<file path="config.mk">
export PLATFORM = sky130hd
export DESIGN_NAME = chime_sounder
export DESIGN_NICKNAME = d
export VERILOG_FILES = /design/src/rtl/clock_pkg.sv /design/src/rtl/tone_div.sv /design/src/rtl/chime_sounder.sv
export SDC_FILE = /design/constraint.sdc
export NUM_CORES = 1
export LEC_CHECK = 0
export ABC_AREA = 1
export CAP_MARGIN = 30
export CORE_MARGIN = 2
export CORE_UTILIZATION = 47
export DETAILED_ROUTE_END_ITERATION = 10
export PLACE_DENSITY_LB_ADDON = 0.25
export RECOVER_POWER = 100
export SYNTH_ARGS = -nofsm -noshare
export SYNTH_HDL_FRONTEND = slang
export SYNTH_SLANG_ARGS = --single-unit
</file>
<file path="constraint.sdc">
create_clock -name CP -period 1.6 [get_ports CP]
set_clock_uncertainty 0.15 [all_clocks]
set_input_delay 0.4 -clock CP [delete_from_list [all_inputs] [get_ports CP]]
set_output_delay 0.4 -clock CP [all_outputs]
set_load 0.01 [all_outputs]
</file>
<file path="src/rtl/clock_pkg.sv">
// Shared types and helpers for the hourly chime sounder.
// Holds the FSM state encoding, the top-of-minute BCD constant and the tone half-period math.
package clock_pkg;

  typedef enum logic {
    IDLE = 1'b0,
    BEEP = 1'b1
  } state_t;

  localparam logic [7:0] BCD_59 = 8'h59;

  // Number of clock cycles per half period of a square wave at tone_hz.
  function automatic int half_period(input int clk_hz, input int tone_hz);
    return clk_hz / (2 * tone_hz);
  endfunction

endpackage

</file>
<file path="src/rtl/tone_div.sv">
// Programmable half-period divider that produces the square-wave speaker drive.
// load starts a fresh wave high; dropping en parks the output low.
module tone_div #(
  parameter int TW = 3
) (
  input  logic          clk,
  input  logic          rst_n,
  input  logic          load,
  input  logic          en,
  input  logic [TW-1:0] half,
  output logic          tone
);

  logic [TW-1:0] cnt;

  always_ff @(posedge clk or negedge rst_n) begin
    if (!rst_n) begin
      cnt  <= '0;
      tone <= 1'b0;
    end else if (load) begin
      cnt  <= '0;
      tone <= 1'b1;
    end else if (en) begin
      if (cnt == half - TW'(1)) begin
        cnt  <= '0;
        tone <= ~tone;
      end else begin
        cnt <= cnt + TW'(1);
      end
    end else begin
      cnt  <= '0;
      tone <= 1'b0;
    end
  end

endmodule

</file>
<file path="src/rtl/chime_sounder.sv">
// Turns the hourly ALARM_Radio request into a timed square-wave beep on Speaker.
// Pitch is latched from Second on each accepted request edge: high tone only at 8'h59.
module chime_sounder
  import clock_pkg::*;
#(
  parameter int CLK_HZ   = 4000,
  parameter int LOW_HZ   = 500,
  parameter int HIGH_HZ  = 1000,
  parameter int BEEP_CYC = 2000
) (
  input  logic       CP,
  input  logic       nCR,
  input  logic       ALARM_Radio,
  input  logic [7:0] Second,
  input  logic       Enable,
  output logic       Speaker,
  output logic       Busy,
  output logic [2:0] ChimeCnt,
  output logic       fsm_state
);

  localparam int HALF_LO  = half_period(CLK_HZ, LOW_HZ);
  localparam int HALF_HI  = half_period(CLK_HZ, HIGH_HZ);
  localparam int HALF_MAX = (HALF_LO > HALF_HI) ? HALF_LO : HALF_HI;
  localparam int TW       = $clog2(HALF_MAX) + 1;
  localparam int BW       = (BEEP_CYC > 1) ? $clog2(BEEP_CYC) : 1;

  localparam logic [BW-1:0] BEEP_LAST = BW'(BEEP_CYC - 1);
  localparam logic [TW-1:0] HALF_LO_W = TW'(HALF_LO);
  localparam logic [TW-1:0] HALF_HI_W = TW'(HALF_HI);

  state_t        state, state_nxt;
  logic          alarm_q;
  logic          req_rise;
  logic          accept;
  logic          beep_last;
  logic          pitch_hi, pitch_nxt;
  logic          tone_run;
  logic [BW-1:0] beep_cnt, beep_cnt_nxt;
  logic [2:0]    chime_nxt;
  logic [TW-1:0] half;

  // A retrigger outranks both the natural end of a beep and the mute abort.
  always_comb begin
    req_rise     = ALARM_Radio & ~alarm_q;
    accept       = req_rise & Enable;
    beep_last    = (beep_cnt == BEEP_LAST);
    state_nxt    = state;
    beep_cnt_nxt = beep_cnt;
    pitch_nxt    = pitch_hi;
    chime_nxt    = ChimeCnt;
    tone_run     = 1'b0;

    if (accept) begin
      state_nxt    = BEEP;
      beep_cnt_nxt = '0;
      pitch_nxt    = (Second == BCD_59);
      chime_nxt    = (ChimeCnt == 3'd7) ? 3'd7 : ChimeCnt + 3'd1;
    end else begin
      case (state)
        IDLE: begin
          beep_cnt_nxt = '0;
        end
        BEEP: begin
          if (beep_last) begin
            state_nxt    = IDLE;
            beep_cnt_nxt = '0;
            if (pitch_hi) chime_nxt = 3'd0;
          end else if (!Enable) begin
            state_nxt    = IDLE;
            beep_cnt_nxt = '0;
          end else begin
            beep_cnt_nxt = beep_cnt + BW'(1);
            tone_run     = 1'b1;
          end
        end
        default: begin
          state_nxt    = IDLE;
          beep_cnt_nxt = '0;
        end
      endcase
    end
  end

  // alarm_q resets high so a request already asserted at reset release is ignored.
  always_ff @(posedge CP or negedge nCR) begin
    if (!nCR) begin
      state    <= IDLE;
      alarm_q  <= 1'b1;
      beep_cnt <= '0;
      pitch_hi <= 1'b0;
      ChimeCnt <= 3'd0;
    end else begin
      state    <= state_nxt;
      alarm_q  <= ALARM_Radio;
      beep_cnt <= beep_cnt_nxt;
      pitch_hi <= pitch_nxt;
      ChimeCnt <= chime_nxt;
    end
  end

  assign half      = pitch_hi ? HALF_HI_W : HALF_LO_W;
  assign Busy      = (state == BEEP);
  assign fsm_state = (state == BEEP);

  tone_div #(
    .TW(TW)
  ) u_tone_div (
    .clk  (CP),
    .rst_n(nCR),
    .load (accept),
    .en   (tone_run),
    .half (half),
    .tone (Speaker)
  );

endmodule

</file>
==> results.cfg <==
[floorplan]
die_w_um = 53.0
floorplan.die.height_um = 53.0
dieArea_um2 = 2810
num_rows = 17
core-area_um2 = 2230
ios = 18
initial_core_util = 0.506

[cells_and_area]
final_core_util = 0.635
ff_latch_area_um2 = 527
instances_no_fill = 187
area_delta_synth_final_pct = 25.5
postLayoutCellArea_um2 = 1420
fin_nets = 175
drive_above_1_share = 0.195
antenna_cells = 0
nFillCells = 203
multi_input_area_um2 = 507

[worst_setup_path]
cp_data_arrival_time_ps = 1000
setup.worst_path.class = reg2out
cp.buffers_inverters = 1
crit_family = flip-flops
cp_slowest_cell = dfrtp_1
cp_max_fo = 2
crit_path_start_kind = register
slowest_delay_ps = 400
cp.required_ps = 1050
crit_chain = dlygate4sd2_1
end_kind = output port

[cts]
cts_buffers = 3
clk_latency_ps = 300
cts_sinks = 21
cts_tree = done
path_clk_slew_ps = 110
cts_buffer_depth = 2
cts_root_buf = clkbuf_4
cts_max_level = 1

[synthesis]
synth_warnings = 0
muxShareOfSynthArea = 0
synthAdderAreaFrac = 0.0332
synth-seq-cells = 21
netlist_area_um2 = 1130
synth-seq-area-share = 0.466
synth_cells = 127
yosysUniqueCellTypes = 21
synth_top_family_by_area = simple AND/OR/NAND/NOR gates
synth-xor-area-share = 0.0465
syn_nets = 142
synthSimpleGateAreaFrac = 0.353
synth.avg_cell_area_um2 = 8.90
synth_compound_area_frac = 0.0266

[detailed_routing]
routed_wirelength_um = 2160
drcViolationCount = 0
drtPass1Iterations = 4
vias = 912
ant_nets = 0
viasPerCell = 4.88
drt_iter0_markers = 24
wl_per_cell_um = 11.5

[timing]
fin_setup_tns_ps = 0
rsz0062_at_grt = false
finalHoldViolCount = 0
setup_ws_ps = 48.3
setup_viol = 0
finalCritPeriodShare = 0.970
fmax_ghz = 0.644
worst_slew_pin_slew_ps = 525
fin_hold_ws_ps = 320
relSlewSlack = 0.650
slew_violations = 0
min_period_ps = 1550

[placed_design]
dp_hpwl_um = 1610
port_buffers = 17
dp_cells = 176
gp_congestion = 0.750
placed_cell_area_um2 = 1370
dp_slack_ps = -207

[grt]
met2_usage = 0.283
grt.busiest_layer = met2
antenna_found_initial = 0
met3_usage = 0.0254
gr-total-overflow = 0
grt_use_total = 0.185
grt_pass1_vias = 874
grt_pass1_wl_um = 3720
grt_max_degree = 22
use_met1 = 0.251

[power]
power.switching_uw = 271
leakage_nw = 0.648
intPower_uw = 758
clock_power_share = 0.248
seqPwrFrac = 0.561
sw_frac_of_total = 0.263
power_density_nw_per_um2 = 726
peakVddDrop_mv = 0.450
p_comb_frac = 0.190
finalPower_mw = 1.03

[worst_hold_path]
hp-class = reg2reg

[status]
outcome = finished, final reports clean

[run]
drv_cap = 0
-- flip-flops by register name (all words and copies together), names as in the netlist --
signal,cells
Busy,1
pitch_hi,1
u_tone_div.tone,1
ChimeCnt,3
u_tone_div.cnt,3
alarm_q,1
beep_cnt,11
-- power by group through the flow --
stage	sequential [mW]	clock [mW]	combinational [mW]
after floorplan	0.603	0	0.0734
after global placement	0.592	0	0.187
after detailed placement	0.593	0	0.195
after CTS	0.578	0.267	0.196
after global routing	0.581	0.289	0.222
final	0.578	0.256	0.196
-- Yosys cell counts, drive strengths merged --
library cell | instances | share of area
nor3 | 6 | 0.045
xnor2 | 1 | 0.0078
nor2 | 26 | 0.12
buf | 2 | 0.024
nand2 | 29 | 0.10
a21oi | 2 | 0.0089
ha | 3 | 0.033
nand3 | 10 | 0.066
o21ai | 4 | 0.018
dfstp | 1 | 0.023
nand4 | 3 | 0.017
xor2 | 5 | 0.039
dfrtp | 20 | 0.44
inv | 15 | 0.050
-- final timing paths --
path	end	cells past startpoint	slack (ps)	start
setup / recovery	Speaker	1	50	u_tone_div.tone
hold / removal	u_tone_div.cnt[0]	1	320	u_tone_div.cnt[0]
setup reg to reg	u_tone_div.cnt[0]	7	120	beep_cnt[0]
hold reg to reg	u_tone_div.cnt[0]	1	320	u_tone_div.cnt[0]
max in group asynchronous	alarm_q	2	490	nCR
min in group asynchronous	beep_cnt[9]	2	440	nCR
-- cell families after synthesis --
group	after synthesis
simple gates	74
buf+inv	17
compound gates	6
flops	21
fa+ha+maj	3
xor+xnor	6
-- routing by layer --
layer  routed length, µm  vias to the layer above
met5                   0                        -
met4                  47                        0
met3                  84                        4
met2                1030                       24
met1                 993                      418
li1                    -                      466
-- timing repair --
action,in CTS,in global routing
hold buffers,0,0
cloned,0,0
resized for setup,6,0
buffers inserted,3,4
endpoints found under the setup margin,6,1
-- placed cells by master, fill, tap and decap left out, types with 4 or more instances in the layout --
| cell type | count |
|---|---|
| xor2_1 | 5 |
| dfrtp_1 | 20 |
| o21ai_0 | 4 |
| nor2_2 | 6 |
| clkbuf_4 | 4 |
| nor2_1 | 18 |
| nand2_1 | 27 |
| buf_4 | 9 |
| inv_1 | 15 |
| dlygate4sd2_1 | 6 |
| nand3_1 | 8 |
| clkdlybuf4s50_1 | 9 |
-- area by class of cell --
class / instances / area share
sequential: 21 / 0.372
multi-input combinational: 89 / 0.357
timing repair buffer: 30 / 0.188
inverter: 15 / 0.0397
tap: 28 / 0.0247
clock buffer: 4 / 0.0185
-- worst register-to-register path, stage by stage (launching register included) --
cell and delay, ps:
dfrtp_1 400, ha_1 220, nand2_2 100, nor2_4 50, nand3_4 100, nand3_4 120, buf_4 180, nor2_1 80
No activity file was read; power rests on OpenSTA's default activity.
